$ cat src/rtl/move_scheduler.sv
// move_scheduler
//   Command buffer and sequencer for the stepper motion datapath. Move
//   descriptors (direction, step count, step interval) are queued in a small
//   FIFO and executed back-to-back as STEP/DIR pulse trains.
//
//   Ports:
//     CLK, resetn          clock, synchronous active-low reset
//     wr_valid/wr_dir/     move descriptor write (accepted when buffer_dtr=1)
//     wr_steps/wr_interval
//     halt                 level abort: kills active move, flushes the FIFO
//     step, dir            step pulse (1 CLK wide) and direction of active move
//     buffer_dtr           FIFO can accept a write this cycle
//     move_done            1-cycle pulse at the end of each move
//     busy                 sequencer not idle
//     steps_left           remaining steps of the active move
//     overflow             sticky: a write was dropped (full or halted)
module move_scheduler #(
    parameter int unsigned DEPTH  = 4,
    parameter int unsigned STEP_W = 32,
    parameter int unsigned INTV_W = 32
) (
    input  logic              CLK,
    input  logic              resetn,
    input  logic              wr_valid,
    input  logic              wr_dir,
    input  logic [STEP_W-1:0] wr_steps,
    input  logic [INTV_W-1:0] wr_interval,
    input  logic              halt,
    output logic              step,
    output logic              dir,
    output logic              buffer_dtr,
    output logic              move_done,
    output logic              busy,
    output logic [STEP_W-1:0] steps_left,
    output logic              overflow
);

    localparam int unsigned PTR_W = $clog2(DEPTH);
    localparam int unsigned CNT_W = $clog2(DEPTH + 1);

    localparam logic [1:0] S_IDLE = 2'd0;
    localparam logic [1:0] S_LOAD = 2'd1;
    localparam logic [1:0] S_RUN  = 2'd2;
    localparam logic [1:0] S_DONE = 2'd3;

    localparam logic [CNT_W-1:0]  CNT_FULL = CNT_W'(DEPTH);
    localparam logic [CNT_W-1:0]  CNT_ONE  = CNT_W'(1);
    localparam logic [PTR_W-1:0]  PTR_ONE  = PTR_W'(1);
    localparam logic [STEP_W-1:0] STEP_ONE = STEP_W'(1);
    localparam logic [INTV_W-1:0] INTV_ONE = INTV_W'(1);
    localparam logic [INTV_W-1:0] INTV_MIN = INTV_W'(2);

    // FIFO storage (no reset needed; pointers/count define validity)
    logic              mem_dir_q   [DEPTH];
    logic [STEP_W-1:0] mem_steps_q [DEPTH];
    logic [INTV_W-1:0] mem_intv_q  [DEPTH];

    logic [1:0]        state_q, state_d;
    logic [CNT_W-1:0]  count_q, count_d;
    logic [PTR_W-1:0]  rd_ptr_q, rd_ptr_d;
    logic [PTR_W-1:0]  wr_ptr_q, wr_ptr_d;
    logic              dir_q, dir_d;
    logic [STEP_W-1:0] steps_left_q, steps_left_d;
    logic [INTV_W-1:0] intv_q, intv_d;
    logic [INTV_W-1:0] tick_q, tick_d;
    logic              step_q, step_d;
    logic              move_done_q, move_done_d;
    logic              busy_q, busy_d;
    logic              overflow_q, overflow_d;

    logic              accept;
    logic              pop;
    logic              pulse;
    logic [INTV_W-1:0] head_intv;

    assign buffer_dtr = (count_q != CNT_FULL) & ~halt;
    assign accept     = wr_valid & buffer_dtr;
    assign pop        = (state_q == S_LOAD) & ~halt;
    assign pulse      = (state_q == S_RUN) && (tick_q == intv_q - INTV_ONE);
    assign head_intv  = mem_intv_q[rd_ptr_q];

    always_comb begin
        state_d      = state_q;
        count_d      = count_q;
        rd_ptr_d     = rd_ptr_q;
        wr_ptr_d     = wr_ptr_q;
        dir_d        = dir_q;
        steps_left_d = steps_left_q;
        intv_d       = intv_q;
        tick_d       = tick_q;
        overflow_d   = overflow_q | (wr_valid & ~buffer_dtr);

        if (halt) begin
            state_d      = S_IDLE;
            count_d      = '0;
            rd_ptr_d     = '0;
            wr_ptr_d     = '0;
            steps_left_d = '0;
            tick_d       = '0;
        end else begin
            if (accept) begin
                wr_ptr_d = wr_ptr_q + PTR_ONE;
            end
            unique case ({accept, pop})
                2'b10:   count_d = count_q + CNT_ONE;
                2'b01:   count_d = count_q - CNT_ONE;
                default: count_d = count_q;
            endcase

            unique case (state_q)
                S_IDLE: begin
                    if (count_q != '0) state_d = S_LOAD;
                end
                S_LOAD: begin
                    rd_ptr_d     = rd_ptr_q + PTR_ONE;
                    dir_d        = mem_dir_q[rd_ptr_q];
                    steps_left_d = mem_steps_q[rd_ptr_q];
                    intv_d       = (head_intv < INTV_MIN) ? INTV_MIN : head_intv;
                    tick_d       = '0;
                    state_d      = (mem_steps_q[rd_ptr_q] == '0) ? S_DONE : S_RUN;
                end
                S_RUN: begin
                    if (pulse) begin
                        tick_d       = '0;
                        steps_left_d = steps_left_q - STEP_ONE;
                        if (steps_left_q == STEP_ONE) state_d = S_DONE;
                    end else begin
                        tick_d = tick_q + INTV_ONE;
                    end
                end
                S_DONE: begin
                    state_d = (count_q != '0) ? S_LOAD : S_IDLE;
                end
                default: state_d = S_IDLE;
            endcase
        end

        // Registered outputs are derived from next state so they line up
        // with the cycle the state is actually in.
        step_d      = (state_d == S_RUN) && (tick_d == intv_d - INTV_ONE);
        move_done_d = (state_d == S_DONE);
        busy_d      = (state_d != S_IDLE);
    end

    always_ff @(posedge CLK) begin
        if (!resetn) begin
            state_q      <= S_IDLE;
            count_q      <= '0;
            rd_ptr_q     <= '0;
            wr_ptr_q     <= '0;
            dir_q        <= 1'b0;
            steps_left_q <= '0;
            intv_q       <= INTV_MIN;
            tick_q       <= '0;
            step_q       <= 1'b0;
            move_done_q  <= 1'b0;
            busy_q       <= 1'b0;
            overflow_q   <= 1'b0;
        end else begin
            state_q      <= state_d;
            count_q      <= count_d;
            rd_ptr_q     <= rd_ptr_d;
            wr_ptr_q     <= wr_ptr_d;
            dir_q        <= dir_d;
            steps_left_q <= steps_left_d;
            intv_q       <= intv_d;
            tick_q       <= tick_d;
            step_q       <= step_d;
            move_done_q  <= move_done_d;
            busy_q       <= busy_d;
            overflow_q   <= overflow_d;
        end
    end

    always_ff @(posedge CLK) begin
        if (resetn && accept) begin
            mem_dir_q[wr_ptr_q]   <= wr_dir;
            mem_steps_q[wr_ptr_q] <= wr_steps;
            mem_intv_q[wr_ptr_q]  <= wr_interval;
        end
    end

    // Halt must kill a pulse in the very cycle it is raised.
    assign step       = step_q & ~halt;
    assign dir        = dir_q;
    assign move_done  = move_done_q;
    assign busy       = busy_q;
    assign steps_left = steps_left_q;
    assign overflow   = overflow_q;

endmodule
$ cat config.mk
export PLATFORM = sky130hd
export DESIGN_NAME = move_scheduler
export DESIGN_NICKNAME = d
export VERILOG_FILES = /design/src/rtl/move_scheduler.sv
export SDC_FILE = /design/constraint.sdc
export NUM_CORES = 1
export LEC_CHECK = 0
export CORE_UTILIZATION = 49
export DETAILED_ROUTE_END_ITERATION = 16
export HOLD_SLACK_MARGIN = 0.12
export MAX_ROUTING_LAYER = met4
export PLACE_DENSITY = 0.69
export SYNTH_ARGS = -nofsm -noshare
export SYNTH_HDL_FRONTEND = slang
export SYNTH_SLANG_ARGS = --single-unit
$ cat constraint.sdc
create_clock -name CLK -period 7.34 [get_ports CLK]
set_clock_uncertainty 0.2 [all_clocks]
set_input_delay 1.468 -clock CLK [delete_from_list [all_inputs] [get_ports CLK]]
set_output_delay 1.468 -clock CLK [all_outputs]
set_load 0.02 [all_outputs]
==> insert_results.sql <==
INSERT INTO impl_metrics (metric_group, metric, value, unit) VALUES
('status', 'run_status', 'finished, final reports clean', ''),
('place', 'dpl.hpwl', '36300', 'um'),
('grt', 'grt_use_met2', '40.3', '%'),
('clock_network', 'tritoncts.num_buffers', '40', ''),
('drt', 'route.vias.total', '13700', ''),
('clock_network', 'cts_max_path_buffers', '3', ''),
('critical_path', 'critPathSlowestCell', 'sky130_fd_sc_hd__nor4b_1', ''),
('synthesis', 'synth_ff_type', 'sky130_fd_sc_hd__edfxtp_1', ''),
('critical_path', 'cp.required', '7610', 'ps'),
('grt', 'antenna_found_initial', '0', ''),
('critical_path', 'critical_path.max_stage_delay', '640', 'ps'),
('run', 'drv.max_cap_violation_count', '0', ''),
('clock_network', 'cts_post_setup_buffers_inserted', '0', ''),
('final_layout', 'num_antenna_cells', '0', ''),
('synthesis', 'synth.cell_area', '18400', 'um2'),
('final_layout', 'multi_input_area', '7930', 'um2'),
('floorplanning', 'initial_utilization', '50.1', '%'),
('clock_network', 'clock_sinks', '372', ''),
('final_layout', 'area.sequential', '10100', 'um2'),
('drt', 'wire_per_inst', '23.3', 'um'),
('synthesis', 'share_of_synthesized_registers_carrying_an_async_set_or_reset', '0', '%'),
('critical_path', 'crit_reg_reg_endpoint', 'step_q', ''),
('timing', 'report.final.slew_viol_count', '0', ''),
('timing', 'unrepaired_setup_endpoints_after_global_routing', 'no', ''),
('floorplanning', 'die_height', '196', 'um'),
('synthesis', 'synth_sequential_area_ratio', '54.5', '%'),
('grt', 'first_pass_grt_wire_length', '77900', 'um'),
('timing', 'maximum_achievable_frequency', '149', 'MHz'),
('critical_path', 'critPathCapture', 'step_q', ''),
('clock_network', 'hold_buffers', '0', ''),
('clock_network', 'cts_tree', 'done', ''),
('drt', 'post_dr_vias_cell', '6.25', ''),
('final_layout', 'syn2layout_area_growth', '15.8', '%'),
('critical_path', 'cp_cell_sequence', 'mux4_2, or4_1, a2111oi_0, o21ai_0, nor4_1, o22ai_1, inv_1, ha_1, and4_1, nand3_1, nor4b_1, xnor2_1, a32oi_1, o211ai_1, or4_1, nor4_1, nand4_1, nor4_2', ''),
('grt', 'global_route.usage.met1', '40.2', '%'),
('critical_path', 'critical_path_peak_fanout', '10', ''),
('synthesis', 'avgSynthCellArea', '11.5', 'um2'),
('timing', 'setup_slack_after_layout', '647', 'ps'),
('floorplanning', 'rows', '70', ''),
('synthesis', 'yosys_warns', '0', ''),
('place', 'port_buffers', '106', ''),
('clock_network', 'clk_latency', '570', 'ps'),
('timing', 'layout_min_cycle_time', '6690', 'ps'),
('final_layout', 'final_net_count', '1769', ''),
('clock_network', 'cts.repair.resized', '0', ''),
('synthesis', 'synth_cells', '1606', ''),
('clock_network', 'cts.reportedPaths.clkPinSlew', '60', 'ps'),
('final_layout', 'n_fill_cell', '3001', ''),
('drt', 'ant_nets', '0', ''),
('floorplanning', 'core-area', '36800', 'um2'),
('timing', 'timing_hold_violations_final', '0', ''),
('grt', 'grt_start_max_net_pins', '79', ''),
('floorplanning', 'pin_count', '107', ''),
('clock_network', 'clock_tree.htree_level_count', '2', ''),
('synthesis', 'synth_enable_flop_cells', '260', ''),
('clock_network', 'cts_root_buf', 'sky130_fd_sc_hd__clkbuf_16', ''),
('critical_path', 'criticalPathCategory', 'reg2reg', ''),
('synthesis', 'netlist-cell-type-count', '76', ''),
('timing', 'worst_slew_pin_slew', '896', 'ps'),
('final_layout', 'post_route_cells_drive_above_1_share', '10.9', '%'),
('grt', 'first_global_vias', '12800', ''),
('drt', 'routed_wl', '50800', 'um'),
('pwr', 'vdd_drop_max', '0.209', 'mV'),
('critical_path', 'reg2reg_setup_slack', '650', 'ps'),
('timing', 'final_clock_period_utilization_by_the_worst_path', '91.2', '%'),
('timing', 'timing.max_slew.rel_slack', '39.7', '%'),
('floorplanning', 'dieArea', '38400', 'um2'),
('grt', 'gr-usage-all-layers', '27.5', '%'),
('grt', 'global_route.peak_usage_layer', 'met2', ''),
('drt', 'drtPass1Iterations', '6', ''),
('synthesis', 'ys_ff_latch', '372', '');
worst min-delay path by stage:
stage | start | endpoint | slack [ps] | cells after the start
after floorplan | count_q[2] | count_q[2] | 270 | 2
after global placement | overflow | overflow | 250 | 1
after detailed placement | overflow | overflow | 260 | 1
after CTS | overflow | overflow | 270 | 1
after global routing | overflow | overflow | 290 | 1
final | overflow | overflow | 270 | 1
registers in the layout, indices dropped and copies added (netlist names), named ones only:
register,count
state_q,2
move_done,1
step_q,1
overflow,1
mem_steps_q,128
mem_dir_q,4
busy,1
wr_ptr_q,2
intv_q,32
mem_intv_q,128
rd_ptr_q,2
dir,1
tick_q,32
count_q,3
steps_left,32
cell usage in the layout, fill, tap and decap left out, types with 8 or more instances in the layout:
| cell | netlist | layout |
|---|---|---|
| sky130_fd_sc_hd__xor2_1 | 37 | 37 |
| sky130_fd_sc_hd__clkbuf_16 | 0 | 41 |
| sky130_fd_sc_hd__mux4_2 | 59 | 59 |
| sky130_fd_sc_hd__nor2_1 | 152 | 152 |
| sky130_fd_sc_hd__nor2b_1 | 9 | 9 |
| sky130_fd_sc_hd__o31ai_1 | 13 | 13 |
| sky130_fd_sc_hd__or4_1 | 15 | 15 |
| sky130_fd_sc_hd__xnor2_1 | 54 | 54 |
| sky130_fd_sc_hd__nor4_1 | 36 | 36 |
| sky130_fd_sc_hd__a211oi_1 | 28 | 28 |
| sky130_fd_sc_hd__and2_1 | 16 | 16 |
| sky130_fd_sc_hd__o22ai_1 | 16 | 16 |
| sky130_fd_sc_hd__and4_1 | 8 | 8 |
| sky130_fd_sc_hd__a21oi_1 | 60 | 60 |
| sky130_fd_sc_hd__mux2_2 | 18 | 18 |
| sky130_fd_sc_hd__and3_1 | 23 | 19 |
| sky130_fd_sc_hd__mux2i_1 | 54 | 54 |
| sky130_fd_sc_hd__o21ai_0 | 57 | 57 |
| sky130_fd_sc_hd__edfxtp_1 | 260 | 260 |
| sky130_fd_sc_hd__nand2b_1 | 15 | 14 |
| sky130_fd_sc_hd__o211ai_1 | 9 | 9 |
| sky130_fd_sc_hd__buf_4 | 0 | 31 |
| sky130_fd_sc_hd__clkbuf_1 | 78 | 9 |
| sky130_fd_sc_hd__a22oi_1 | 17 | 17 |
| sky130_fd_sc_hd__nand2_1 | 132 | 132 |
| sky130_fd_sc_hd__nand4_1 | 21 | 21 |
| sky130_fd_sc_hd__clkinv_1 | 1 | 8 |
| sky130_fd_sc_hd__inv_1 | 30 | 30 |
| sky130_fd_sc_hd__nor3_1 | 49 | 49 |
| sky130_fd_sc_hd__dfxtp_1 | 112 | 110 |
| sky130_fd_sc_hd__or3_1 | 21 | 21 |
| sky130_fd_sc_hd__nand3_1 | 48 | 48 |
| sky130_fd_sc_hd__ha_1 | 14 | 13 |
| sky130_fd_sc_hd__clkdlybuf4s50_1 | 0 | 106 |
kinds of logic after synthesis:
logic type,after synthesis,synth area share (%)
flops,372,54.5
xor+xnor,91,4.32
mux,131,11.2
compound gates,287,10.5
fa+ha+maj,15,1.06
simple gates,579,15.7
buf+inv,131,2.71
cells in the mapped netlist, drive strengths merged (37+ instances only):
master    n  area (um2)
a21oi    60         300
clkbuf   78         293
dfxtp   112        2240
edfxtp  260        7810
mux2i    54         541
mux4     59        1330
nand2   132         495
nand3    48         240
nor2    152         571
nor3     49         245
nor4     37         238
o21ai    58         290
xnor2    54         473
xor2     37         324
report_power, final:
part           total (mW)  internal, mW  switching (mW)
sequential           2.27          2.26          0.0111
clock                2.10          1.28           0.826
combinational       0.239        0.0975           0.142
total                4.61          3.63           0.979
stage by stage:
step	hold slack [ps]	power [mW]	std cells	util (%)	cell area (um2)
2_1_floorplan	268	2.44	1606	-	18400
3_3_place_gp	246	2.55	2111	54.3	20000
3_5_place_dp	257	2.55	2111	54.3	20000
4_1_cts	270	4.64	2183	58.1	21400
5_1_grt	288	4.74	2183	58.1	21400
6_report	265	4.61	2183	58.1	21400
final cells by class:
cell class	instances	share of cell area [%]
Sequential cell	372	47.1
Clock inverter	22	1.48
Inverter	31	0.545
Clock buffer	50	4.96
Multi-Input combinational cell	1103	37.1
Timing Repair Buffer	137	6.06
Tap cell	468	2.74
critical path: cells and delay by family (launching register included):
kind	cells	cell delay, ps
fa+ha+maj	1	220
compound gates	5	1210
flops	1	390
xor+xnor	1	230
mux	1	520
simple gates	9	3670
buf+inv	1	150
layer usage:
layer	vias up	share of wire [%]
li1	6317	-
met1	6755	46
met2	521	45
met3	61	6.3
met4	0	2.3
met5	-	0
(Power assumes the default switching activity.)
